===== config.mk =====
export PLATFORM = sky130hd
export DESIGN_NAME = note_detect
export DESIGN_NICKNAME = d
export VERILOG_FILES = /design/src/rtl/note_detect.sv
export SDC_FILE = /design/constraint.sdc
export NUM_CORES = 1
export LEC_CHECK = 0
export ABC_AREA = 1
export ABC_CLOCK_PERIOD_IN_PS = 2200
export BUFFER_PORTS_ARGS = -buffer_cell sky130_fd_sc_hd__buf_2
export CAP_MARGIN = 20
export CORE_MARGIN = 3
export CORE_UTILIZATION = 54
export DETAILED_ROUTE_END_ITERATION = 8
export GPL_ROUTABILITY_DRIVEN = 0
export HOLD_SLACK_MARGIN = 0.06
export PLACE_DENSITY = 0.81
export SYNTH_ARGS = -nofsm -noshare
export SYNTH_HDL_FRONTEND = slang
export SYNTH_SLANG_ARGS = --single-unit

===== constraint.sdc =====
create_clock -name clk -period 2.2 [get_ports clk]
set_input_delay 0.55 -clock clk [delete_from_list [all_inputs] [get_ports clk]]
set_output_delay 0.55 -clock clk [all_outputs]
set_load 0.02 [all_outputs]

===== src/rtl/note_detect.sv =====
// Note detector: hysteretic rising-zero-crossing period measurement,
// period averaging and a sequential threshold search to a note id.
module note_detect #(
    parameter int unsigned CLK_FREQ      = 120_000_000,
    parameter int unsigned AM_WIDTH      = 8,
    parameter int unsigned HYST          = 4,
    parameter int unsigned AVG_LOG2      = 2,
    parameter int unsigned TIMEOUT       = CLK_FREQ / 20,
    parameter int unsigned NOTE_COUNT    = 88,
    parameter int unsigned NOTEID_OFFSET = 1,
    parameter logic [32*NOTE_COUNT-1:0] NOTE_BOUNDS = '0
) (
    input  logic                       clk,
    input  logic                       rst,
    input  logic                       sample_en,
    input  logic signed [AM_WIDTH-1:0] am,
    output logic [31:0]                period,
    output logic [7:0]                 noteid,
    output logic                       valid,
    output logic                       changed,
    output logic                       busy
);

    localparam int unsigned IW = (NOTE_COUNT > 1) ? $clog2(NOTE_COUNT) : 1;
    localparam int unsigned CW = AVG_LOG2 + 1;
    localparam int unsigned AW = 32 + AVG_LOG2;
    localparam logic signed [AM_WIDTH-1:0] HPOS = AM_WIDTH'(HYST);
    localparam logic signed [AM_WIDTH-1:0] HNEG = -HPOS;
    localparam logic [CW-1:0] NLAST = CW'((1 << AVG_LOG2) - 1);
    localparam logic [IW-1:0] ILAST = IW'(NOTE_COUNT - 1);
    localparam logic [31:0]   TMO   = 32'(TIMEOUT);

    typedef enum logic [1:0] {IDLE, SEARCH, DONE} state_t;

    state_t          state_q, state_d;
    logic            armed_q, armed_d;
    logic            first_q, first_d;
    logic            pend_q, pend_d;
    logic [31:0]     cnt_q, cnt_d;
    logic [31:0]     pavg_q, pavg_d;
    logic [31:0]     savg_q, savg_d;
    logic [31:0]     period_q, period_d;
    logic [AW-1:0]   acc_q, acc_d;
    logic [CW-1:0]   ncap_q, ncap_d;
    logic [IW-1:0]   idx_q, idx_d;
    logic [7:0]      res_q, res_d;
    logic [7:0]      noteid_q, noteid_d;
    logic            valid_q, valid_d;
    logic            changed_q, changed_d;
    logic            busy_q, busy_d;
    logic            rise, silence, take;
    logic [AW-1:0]   sum;
    logic [31:0]     bound;

    assign rise    = sample_en && armed_q && (am >= HPOS);
    // One-shot: first is set on entry, so a saturated counter fires once.
    assign silence = !rise && !first_q && (cnt_q == TMO);
    assign take    = (state_q == IDLE) && pend_q;
    assign sum     = acc_q + AW'(cnt_q);

    always_comb begin
        armed_d = armed_q;
        if (sample_en) begin
            if (am <= HNEG) begin
                armed_d = 1'b1;
            end else if (rise) begin
                armed_d = 1'b0;
            end
        end
    end

    always_comb begin
        cnt_d   = (cnt_q == TMO) ? cnt_q : cnt_q + 32'd1;
        first_d = first_q;
        acc_d   = acc_q;
        ncap_d  = ncap_q;
        pend_d  = pend_q && !take;
        pavg_d  = pavg_q;
        if (rise) begin
            cnt_d = 32'd1;
            if (first_q) begin
                first_d = 1'b0;
            end else if (ncap_q == NLAST) begin
                pavg_d = sum[AVG_LOG2 +: 32];
                pend_d = 1'b1;
                acc_d  = '0;
                ncap_d = '0;
            end else begin
                acc_d  = sum;
                ncap_d = ncap_q + CW'(1);
            end
        end else if (silence) begin
            first_d = 1'b1;
            acc_d   = '0;
            ncap_d  = '0;
            pend_d  = 1'b0;
        end
    end

    always_comb begin
        bound = '0;
        for (int j = 0; j < NOTE_COUNT; j++) begin
            if (idx_q == IW'(j)) begin
                bound = NOTE_BOUNDS[32*j +: 32];
            end
        end
    end

    always_comb begin
        state_d   = state_q;
        idx_d     = idx_q;
        savg_d    = savg_q;
        res_d     = res_q;
        period_d  = period_q;
        noteid_d  = noteid_q;
        valid_d   = 1'b0;
        changed_d = 1'b0;
        busy_d    = busy_q;
        unique case (state_q)
            IDLE: begin
                if (pend_q) begin
                    savg_d  = pavg_q;
                    idx_d   = '0;
                    busy_d  = 1'b1;
                    state_d = SEARCH;
                end
            end
            SEARCH: begin
                if (savg_q >= bound) begin
                    res_d   = 8'(NOTEID_OFFSET) + 8'(idx_q);
                    state_d = DONE;
                end else if (idx_q == ILAST) begin
                    res_d   = 8'd0;
                    state_d = DONE;
                end else begin
                    idx_d = idx_q + IW'(1);
                end
            end
            DONE: begin
                period_d  = savg_q;
                noteid_d  = res_q;
                valid_d   = 1'b1;
                changed_d = (res_q != noteid_q);
                busy_d    = 1'b0;
                state_d   = IDLE;
            end
            default: state_d = IDLE;
        endcase
        // Silence aborts any search and reports only a real change.
        if (silence) begin
            state_d   = IDLE;
            busy_d    = 1'b0;
            period_d  = period_q;
            noteid_d  = noteid_q;
            valid_d   = 1'b0;
            changed_d = 1'b0;
            if (noteid_q != 8'd0) begin
                period_d  = '0;
                noteid_d  = 8'd0;
                valid_d   = 1'b1;
                changed_d = 1'b1;
            end
        end
    end

    always_ff @(posedge clk or negedge rst) begin
        if (!rst) begin
            state_q   <= IDLE;
            armed_q   <= 1'b0;
            first_q   <= 1'b1;
            pend_q    <= 1'b0;
            cnt_q     <= '0;
            pavg_q    <= '0;
            savg_q    <= '0;
            period_q  <= '0;
            acc_q     <= '0;
            ncap_q    <= '0;
            idx_q     <= '0;
            res_q     <= '0;
            noteid_q  <= '0;
            valid_q   <= 1'b0;
            changed_q <= 1'b0;
            busy_q    <= 1'b0;
        end else begin
            state_q   <= state_d;
            armed_q   <= armed_d;
            first_q   <= first_d;
            pend_q    <= pend_d;
            cnt_q     <= cnt_d;
            pavg_q    <= pavg_d;
            savg_q    <= savg_d;
            period_q  <= period_d;
            acc_q     <= acc_d;
            ncap_q    <= ncap_d;
            idx_q     <= idx_d;
            res_q     <= res_d;
            noteid_q  <= noteid_d;
            valid_q   <= valid_d;
            changed_q <= changed_d;
            busy_q    <= busy_d;
        end
    end

    assign period  = period_q;
    assign noteid  = noteid_q;
    assign valid   = valid_q;
    assign changed = changed_q;
    assign busy    = busy_q;

endmodule

### Yosys cells after proc, flatten, opt, wreduce, memory -nomap -nowiden

Cells that the tools add are included.

* bits in registers: 196
* input port bits: 11
* output and inout bits: 43
* logic and storage cells: 108

* add/sub/neg operators: 5
* $lt $le $gt $ge: 3
* eq/ne operators: 14
* multiplexer cells: 43
* bitwise operators: 1
* reduce and logical (&&, ||, !) cells: 26

Operators by type and width (number)
* 32-bit two-way mux: 5
* 34-bit two-way mux: 4
* 8-bit two-way mux: 5
* 34-bit by 32-bit adder with 34-bit output: 1
* 32-bit by 1-bit adder with 32-bit output (second input constant): 1
* 32-bit by 23-bit equality test with 1-bit output (second input constant): 1
* 32-bit by 1-bit >= comparator with 1-bit output (second input constant): 1
* 7-bit two-way mux: 3
* 1-bit two-way mux: 15
* 7-bit case mux with 2 select lines: 1
* 2-bit AND reduction: 7
* 3-bit two-way mux: 4
* 2-bit inequality test (second input constant): 5
* 2-bit nonzero test: 5
* 1-bit by 7-bit adder with 8-bit output (first input constant): 1
* 8-bit by 4-bit >= comparator with 1-bit output (second input constant): 1
* 8-bit by 3-bit <= comparator with 1-bit output (second input constant): 1
* 2-bit two-way mux: 4
* 8-bit inequality test: 1
* 8-bit nonzero test: 1
* 7-bit by 1-bit adder with 7-bit output (second input constant): 1
* 7-bit equality test (second input constant): 1
* 1-bit logical AND: 6
* 4-bit inequality test (second input constant): 1
* 14 further kinds: 16

### Logic depth before layout (Yosys ltp)

Gate-level depths: netlist (run 1).

* depth in word-level cells: 7
* depth in mapped cells: 14
* gate-level depth less buffers: 14

### Worst setup path before layout (run 1)

Ideal clock, no wire load.

* path type: flip-flop to flip-flop
* start: reg cnt_q[0]
* end: reg pavg_q[12]
* arrival: 1848 ps
* data required time: 2079 ps
* setup slack: 231 ps
* cell stages (with the launch flop): 12
* buffers on the path: 0
* path through: dfrtp_1 > ha_1 > fa_1 > nand3_1 > nand2_1 > nand3_1 > nand2_1 > nand2_1 > nand2_1 > or2_1 > nand3_1 > o21ai_1

* longest elaborated chain between the ends: 1

Ends and longest elaborated chain
* from (decl): line 39 `logic [31:0] cnt_q, cnt_d;`
* from (signal assigned): line 189 `cnt_q <= cnt_d;`
* 34-bit by 32-bit adder with 34-bit output: line 59 `assign sum = acc_q + AW'(cnt_q);`
* to (signal assigned): line 190 `pavg_q <= pavg_d;`
* to (decl): line 40 `logic [31:0] pavg_q, pavg_d;`

No other way between the ends.
A chain may end at the register's enable or synchronous reset.

### Worst setup path after layout (run 1)

* start: reg cnt_q[17]
* end: reg pavg_q[25]

The elaborated chain is that of the path after synthesis.

==> metrics.log, run 1 <==
INFO  metric route.top_layer_used = met4
INFO  metric coreArea = 18,150 um2
INFO  metric timing.final.setup_violations = 0
INFO  metric die-area = 20,280 um2
INFO  metric final_antenna_net_count = 0
INFO  metric final_hold_slack = 0.3728 ns
INFO  metric tritoncts_clock_tree = yes
INFO  metric min_period_over_period = 0.9572
INFO  metric p_clk_frac = 0.285
INFO  metric routed_wirelength = 25,570 um
INFO  metric maximum_number_of_pins_on_one_net_before_global_route_repair = 53
INFO  metric sequentialPowerShare = 0.429
INFO  metric p_switching = 0.004162 W
INFO  metric htree_num_levels = 4
INFO  metric finalClockSkew = 0.01511 ns
INFO  metric p_int = 0.007103 W
INFO  metric cts_clock_pin_slew_for_the_worst_setup_and_hold_paths = 0.08 ns
INFO  metric fillerInstances = 1,464
INFO  metric dp_worst_setup_slack = -0.04801 ns
INFO  metric vias_per_cell = 5.619
INFO  metric cp_max_fo = 5
INFO  metric ctsRootBufferMaster = sky130_fd_sc_hd__clkbuf_16
INFO  metric antenna_found_initial = 0
INFO  metric detailed_router_iteration_count_before_antenna_repair = 6
INFO  metric post_synth.cell_area_avg = 7.741 um2
INFO  metric max_slew.worst_pin.slew = 0.8665 ns
INFO  metric synth.top_cells.by_area = sky130_fd_sc_hd__dfrtp_1, sky130_fd_sc_hd__nand2_1, sky130_fd_sc_hd__nand3_1
INFO  metric ys_async_sr_fraction = 1.000
INFO  metric syn-cell-area = 10,050 um2
INFO  metric synth_cell_type_count = 46
INFO  metric ys_seq_area_frac = 0.4359
INFO  metric io_pins = 54
INFO  metric instances_no_fill = 1,616
INFO  metric synth_flop_cell = sky130_fd_sc_hd__dfrtp_1
INFO  metric max_clock_freq = 474.9 MHz
INFO  metric maxCapViolations = 0
INFO  metric timing_worst_setup_path_type = reg -> reg
INFO  metric netlist.area_leader.share = 0.4333
INFO  metric status = finished, final reports clean
INFO  metric track_usage = 0.2509
INFO  metric initial_util = 0.5537
INFO  metric dr_total_vias = 9,081
INFO  metric ctsLongestPathBuffers = 2
INFO  metric route.met2.wl = 11,850 um
INFO  metric clkSinkCount = 175
INFO  metric yosys_warnings = 0
INFO  metric post_route_cells_drive_above_1_share = 0.1839
INFO  metric vertical_die_dimension = 142.4 um
INFO  metric hold_path_class = in -> reg
INFO  metric hold_viol_final = 0
INFO  metric leading_area_contributor_after_synthesis = sky130_fd_sc_hd__dfrtp_1
INFO  metric grt_pass1_wl = 41,150 um
INFO  metric final_max_slew_viol_count = 0
INFO  metric dp_wirelength = 18,060 um
INFO  metric routedWlPerCell = 15.82 um
INFO  metric insertion_delay = 0.44 ns
INFO  metric worstPathRequired = 2.52 ns
INFO  metric detailroute.wirelength.met3 = 1872 um
INFO  metric yosysMostFrequentCell = sky130_fd_sc_hd__nand2_1
INFO  metric synth_top_cells_by_count = sky130_fd_sc_hd__nand2_1, sky130_fd_sc_hd__dfrtp_1, sky130_fd_sc_hd__inv_1, sky130_fd_sc_hd__nand3_1, sky130_fd_sc_hd__nor2_1
INFO  metric critPathCaptureType = flip-flop
INFO  metric timing.slew.headroom = 0.4209
INFO  metric worst_setup_slack_final = 0.09407 ns
INFO  metric placed_cells_incl_taps = 1,576
INFO  metric first_drt_iteration_drcs = 730
INFO  metric gr-total-overflow = 0
INFO  metric antenna_cells_inserted = 0
INFO  metric place.port_buffers = 46
INFO  metric grt_pass1_vias = 8,457
INFO  metric irDropWorstVdd = 561.1 uV
INFO  metric rrSetupSlack = 0.09 ns
INFO  metric syn2layout_area_growth = 15.37%
INFO  metric synth_cells = 1,298
INFO  metric num_rows = 49
INFO  metric cts_made_buffers = 17
INFO  metric die_x_extent = 142.4 um
INFO  metric design_power_total = 0.01127 W
INFO  metric p_per_area = 971.8 nW/um2
INFO  metric pwr-share-comb = 0.286
INFO  metric worst-endpoint-arrival = 2.42 ns
INFO  metric switch_share = 0.3695
INFO  metric synth_seq_cells = 175
INFO  metric detailed_route_wire_length_on_metal_1 = 11,060 um
INFO  metric grt_setup_unrepaired = yes
INFO  metric finalNetCount = 1,421
INFO  metric remaining_drc_errors = 0
INFO  metric crit_path_start_kind = flip-flop
INFO  metric finalWorstPathRequiredPeriod = 2.106 ns
INFO  metric synth_enable_flop_cells = 0
INFO  metric power.static_leakage = 5.961 nW
-- worst max-delay path: stages, from the launching register on --
cell,delay [ns]
sky130_fd_sc_hd__dfrtp_1,0.47
sky130_fd_sc_hd__ha_1,0.38
sky130_fd_sc_hd__nand2_1,0.15
sky130_fd_sc_hd__inv_1,0.07
sky130_fd_sc_hd__nand2_2,0.13
sky130_fd_sc_hd__inv_1,0.05
sky130_fd_sc_hd__nand2_1,0.06
sky130_fd_sc_hd__nand2_1,0.09
sky130_fd_sc_hd__a21oi_1,0.19
sky130_fd_sc_hd__nand3b_1,0.13
sky130_fd_sc_hd__nand3_1,0.19
sky130_fd_sc_hd__nand2_1,0.08
-- registers in the layout, indices dropped and copies added (netlist names) --
name / cells
res_q: 1
cnt_q: 32
acc_q: 34
period: 32
pavg_q: 32
armed_q: 1
state_q: 2
busy: 1
savg_q: 32
ncap_q: 3
changed: 1
valid: 1
pend_q: 1
first_q: 1
noteid: 1
-- logic make-up after synthesis --
| family | share of synthesized area |
|---|---|
| buf+inv | 0.08928 |
| simple gates | 0.3249 |
| fa+ha+maj | 0.04557 |
| flops | 0.4359 |
| compound gates | 0.08393 |
| other cells | 0.0003732 |
| xor+xnor | 0.02005 |
-- stage by stage --
stage / utilization / instance area (um2) / setup TNS (ns)
after global routing: 0.6388 / 11590 / -0.2242
after floorplan: - / 10070 / 0
final: 0.6388 / 11590 / 0
after CTS: 0.6248 / 11340 / 0
after detailed placement: 0.5884 / 10680 / -0.1256
after global placement: 0.5884 / 10680 / 0
-- path summary, 6_finish.rpt --
kind                       cells after the start                endpoint              startpoint
setup / recovery                              11  pavg_q[25]$_DFFE_PN0P_   cnt_q[17]$_DFFE_PN0P_
hold / removal                                 2     armed_q$_DFFE_PN0P_               sample_en
setup reg to reg                              11  pavg_q[25]$_DFFE_PN0P_   cnt_q[17]$_DFFE_PN0P_
hold reg to reg                                2  pavg_q[26]$_DFFE_PN0P_  pavg_q[26]$_DFFE_PN0P_
max in group asynchronous                      3   cnt_q[22]$_DFFE_PN0P_                     rst
min in group asynchronous                      2   period[2]$_DFFE_PN0P_                     rst
-- final cells by class --
type	instances	area, um2	share of cell area
Clock buffer	17	425.4	0.03670
Clock inverter	15	205.2	0.01770
Inverter	160	600.6	0.05181
Multi-Input combinational cell	924	4977	0.4294
Sequential cell	175	4390	0.3787
Tap cell	229	286.5	0.02472
Timing Repair Buffer	96	706.9	0.06098
-- power groups by stage --
stage	Sequential (W)	Combinational (W)	Clock (W)
2_1_floorplan	0.00496	0.00187	0
3_3_place_gp	0.00478	0.00295	0
3_5_place_dp	0.00483	0.00306	0
4_1_cts	0.00478	0.00311	0.00325
5_1_grt	0.00493	0.00366	0.00337
6_report	0.00483	0.00322	0.00321
-- metal layers --
metal / global-route usage / vias to the layer above
met1: 0.3524 / 4264
met5: 0 / -
met4: 0.09305 / 0
met2: 0.3993 / 393
met3: 0.03394 / 71
li1: - / 4353
-- layout by cell type, fill, tap and decap left out, drive strengths merged --
master / n
or2: 7
conb: 7
dlygate4sd3: 1
o31ai: 1
inv: 167
nor4: 2
xnor2: 3
clkbuf: 18
and2: 1
o21ai: 81
a32o: 1
nand3b: 6
bufinv: 1
a21o: 1
nor3: 28
o21bai: 3
and3: 1
a21oi: 64
clkinv: 7
xor2: 20
fa: 1
dfrtp: 174
o21a: 1
ha: 35
nand3: 155
a21boi: 2
nand2: 363
dfstp: 1
nor2: 109
o2111ai: 2
nand4: 26
o221a: 1
buf: 94
a31oi: 3
-- repair_timing --
| action | CTS | global route |
|---|---|---|
| endpoints found under the setup margin | 14 | 86 |
| endpoints found under the hold margin | 10 | 0 |
| resized for setup | 3 | 46 |
| setup buffers | 1 | 4 |
| gates cloned | 0 | 2 |
| hold buffers | 1 | 0 |
| pin swaps | 0 | 4 |
No activity file was read; power rests on OpenSTA's default activity.
==> inputs of run 2 (changes only) <==
MAX_ROUTING_LAYER = met4   (was not set)
==> metrics.log, run 2 (synthesis gave the netlist of run 1 again) <==
INFO  metric maxCapViolations = 0 (unchanged)
INFO  metric crit_path_start_kind = flip-flop
INFO  metric insertion_delay = 0.44 ns (about the same)
INFO  metric met3_usage = 0.03394 (unchanged)
INFO  metric routedWlPerCell = 15.81 um (-0.11%)
INFO  metric coreArea = 18,150 um2 (unchanged)
INFO  metric die_x_extent = 142.4 um (unchanged)
INFO  metric dr_total_vias = 8,977 (-1.1%)
INFO  metric grt_pass1_vias = 8,469 (+0.14%)
INFO  metric hold_path_class = in -> reg
INFO  metric largest_register_by_flop_count = acc_q
INFO  metric vertical_die_dimension = 142.4 um (unchanged)
INFO  metric dp_wirelength = 18,060 um (unchanged)
INFO  metric detailed_place.area = 10,680 um2 (unchanged)
INFO  metric grt_util_met2 = 0.3985 (-0.0007453)
INFO  metric grt_pass1_wl = 41,150 um (unchanged)
INFO  metric timing.slew.headroom = 0.4228 (+0.001903)
INFO  metric worst_setup_slack_final = 0.1000 ns (+0.005929 ns)
INFO  metric ctsLongestPathBuffers = 2 (unchanged)
INFO  metric clkSinkCount = 175 (unchanged)
INFO  metric max_clock_freq = 476.2 MHz (+0.28%)
INFO  metric timing_worst_setup_path_type = reg -> reg
INFO  metric vias_per_cell = 5.555 (-1.1%)
INFO  metric finalClockSkew = 0.01558 ns (+0.0004665 ns)
INFO  metric finalWorstPathRequiredPeriod = 2.100 ns (-0.005929 ns)
INFO  metric cts_made_buffers = 17 (unchanged)
INFO  metric min_period_over_period = 0.9545 (-0.002695)
INFO  metric p_per_area = 972.4 nW/um2 (about the same)
INFO  metric grt.busiest_layer = met2
INFO  metric final_antenna_net_count = 0 (unchanged)
INFO  metric post_route_cells_drive_above_1_share = 0.1839 (unchanged)
INFO  metric gr-total-overflow = 0 (unchanged)
INFO  metric tritoncts_clock_tree = yes
INFO  metric antenna_cells_inserted = 0 (unchanged)
INFO  metric first_drt_iteration_drcs = 685 (-6.2%)
INFO  metric finalNetCount = 1,421 (unchanged)
INFO  metric irDropWorstVdd = 563.1 uV (+0.36%)
INFO  metric ctsRootBufferMaster = sky130_fd_sc_hd__clkbuf_16
INFO  metric final_cell_mix = sky130_fd_sc_hd__nand2_1, sky130_fd_sc_hd__dfrtp_1, sky130_fd_sc_hd__inv_1
INFO  metric htree_num_levels = 4 (unchanged)
INFO  metric maximum_number_of_pins_on_one_net_before_global_route_repair = 53 (unchanged)
INFO  metric grt_setup_unrepaired = yes
INFO  metric worstPathRequired = 2.52 ns (about the same)
INFO  metric routed_wirelength = 25,540 um (-0.11%)
INFO  metric layout.cells.most_common = sky130_fd_sc_hd__nand2_1
INFO  metric initial_util = 0.5537 (unchanged)
INFO  metric io_pins = 54 (unchanged)
INFO  metric cts_clock_pin_slew_for_the_worst_setup_and_hold_paths = 0.08 ns (about the same)
INFO  metric syn2layout_area_growth = 15.37% (unchanged)
INFO  metric num_rows = 49 (unchanged)
INFO  metric final_max_slew_viol_count = 0 (unchanged)
INFO  metric critPathCaptureType = flip-flop
INFO  metric power.static_leakage = 5.961 nW (unchanged)
INFO  metric max_slew.worst_pin.slew = 0.8637 ns (-0.002849 ns)
INFO  metric global_route.usage.met1 = 0.3530 (+0.0006489)
INFO  metric design_power_total = 0.01127 W (about the same)
INFO  metric hold_viol_final = 0 (unchanged)
INFO  metric dp_worst_setup_slack = -0.04801 ns (unchanged)
INFO  metric place.port_buffers = 46 (unchanged)
INFO  metric design_area = 11,590 um2 (unchanged)
INFO  metric track_usage = 0.2587 (+0.007772)
INFO  metric antenna_found_initial = 0 (unchanged)
INFO  metric status = finished, final reports clean
INFO  metric postLayoutCoreUtil = 0.6388 (unchanged)
INFO  metric cp_max_fo = 5 (unchanged)
INFO  metric remaining_drc_errors = 0 (unchanged)
INFO  metric largest_register_ff_count = 34 (unchanged)
INFO  metric die-area = 20,280 um2 (unchanged)
INFO  metric worst-endpoint-arrival = 2.42 ns (about the same)
INFO  metric timing.final.setup_violations = 0 (unchanged)
INFO  metric detailed_router_iteration_count_before_antenna_repair = 7 (+1)
==> run 2: cell counts in the layout (fill, tap and decap cells not counted) <==
No cell type changed its count.
==> run 2: power by group <==
group | switching (W) | internal [W] | total [W]
clock network | 0.00155 | 0.00166 | 0.00322
registers | 0.000644 | 0.00418 | 0.00483
logic | 0.00197 | 0.00126 | 0.00323
total | 0.00417 | 0.00710 | 0.0113
==> run 2: cell type report <==
class	instances	area, um2
Inverter	160	600.6
Clock buffer	17	425.4
Timing Repair Buffer	96	706.9
Fill cell	1464	6555
Tap cell	229	286.5
Sequential cell	175	4390
Clock inverter	15	205.2
Multi-Input combinational cell	924	4977
==> run 2: through the flow <==
| stage | hold WS (ns) | setup TNS [ns] | cells |
|---|---|---|---|
| 2_1_floorplan | 0.2544 | 0 | 1304 |
| 3_3_place_gp | 0.4627 | 0 | 1576 |
| 3_5_place_dp | 0.4705 | -0.1256 | 1576 |
| 4_1_cts | 0.3622 | 0 | 1610 |
| 5_1_grt | 0.3935 | -0.2153 | 1616 |
| 6_report | 0.3712 | 0 | 1616 |
==> run 2: worst max-delay path: stages, from the launching register on <==
cell and delay [ns]:
sky130_fd_sc_hd__dfrtp_1 0.42, sky130_fd_sc_hd__ha_1 0.37, sky130_fd_sc_hd__a21oi_1 0.27, sky130_fd_sc_hd__o21ai_0 0.17, sky130_fd_sc_hd__nand2_1 0.11, sky130_fd_sc_hd__nand2_1 0.07
sky130_fd_sc_hd__a21oi_1 0.17, sky130_fd_sc_hd__nand3b_1 0.13, sky130_fd_sc_hd__nand3_1 0.20, sky130_fd_sc_hd__nand2_1 0.08
==> run 2: routing by layer <==
metal / share of wire / wire [um]
met2: 0.47 / 11890
met3: 0.066 / 1687
met5: 0 / 0
met1: 0.44 / 11240
met4: 0.028 / 727
==> run 2: final timing paths <==
kind | start | slack (ns) | to | cells past startpoint
worst min register to register | pavg_q[26]$_DFFE_PN0P_ | 0.49 | pavg_q[26]$_DFFE_PN0P_ | 2
min in group asynchronous | rst | 0.61 | period[2]$_DFFE_PN0P_ | 2
worst max register to register | acc_q[20]$_DFFE_PN0P_ | 0.1 | pavg_q[25]$_DFFE_PN0P_ | 9
max in group asynchronous | rst | 0.85 | cnt_q[22]$_DFFE_PN0P_ | 3
worst max-delay path | acc_q[20]$_DFFE_PN0P_ | 0.1 | pavg_q[25]$_DFFE_PN0P_ | 9
worst min-delay path | sample_en | 0.37 | armed_q$_DFFE_PN0P_ | 2
==> run 2: repair_timing <==
item	CTS	global route
hold buffers	1	0
gates cloned	0	2
resized for setup	3	46
pin swaps	0	4
hold endpoints to repair	10	0
endpoints found under the setup margin	14	86
buffers inserted	1	4
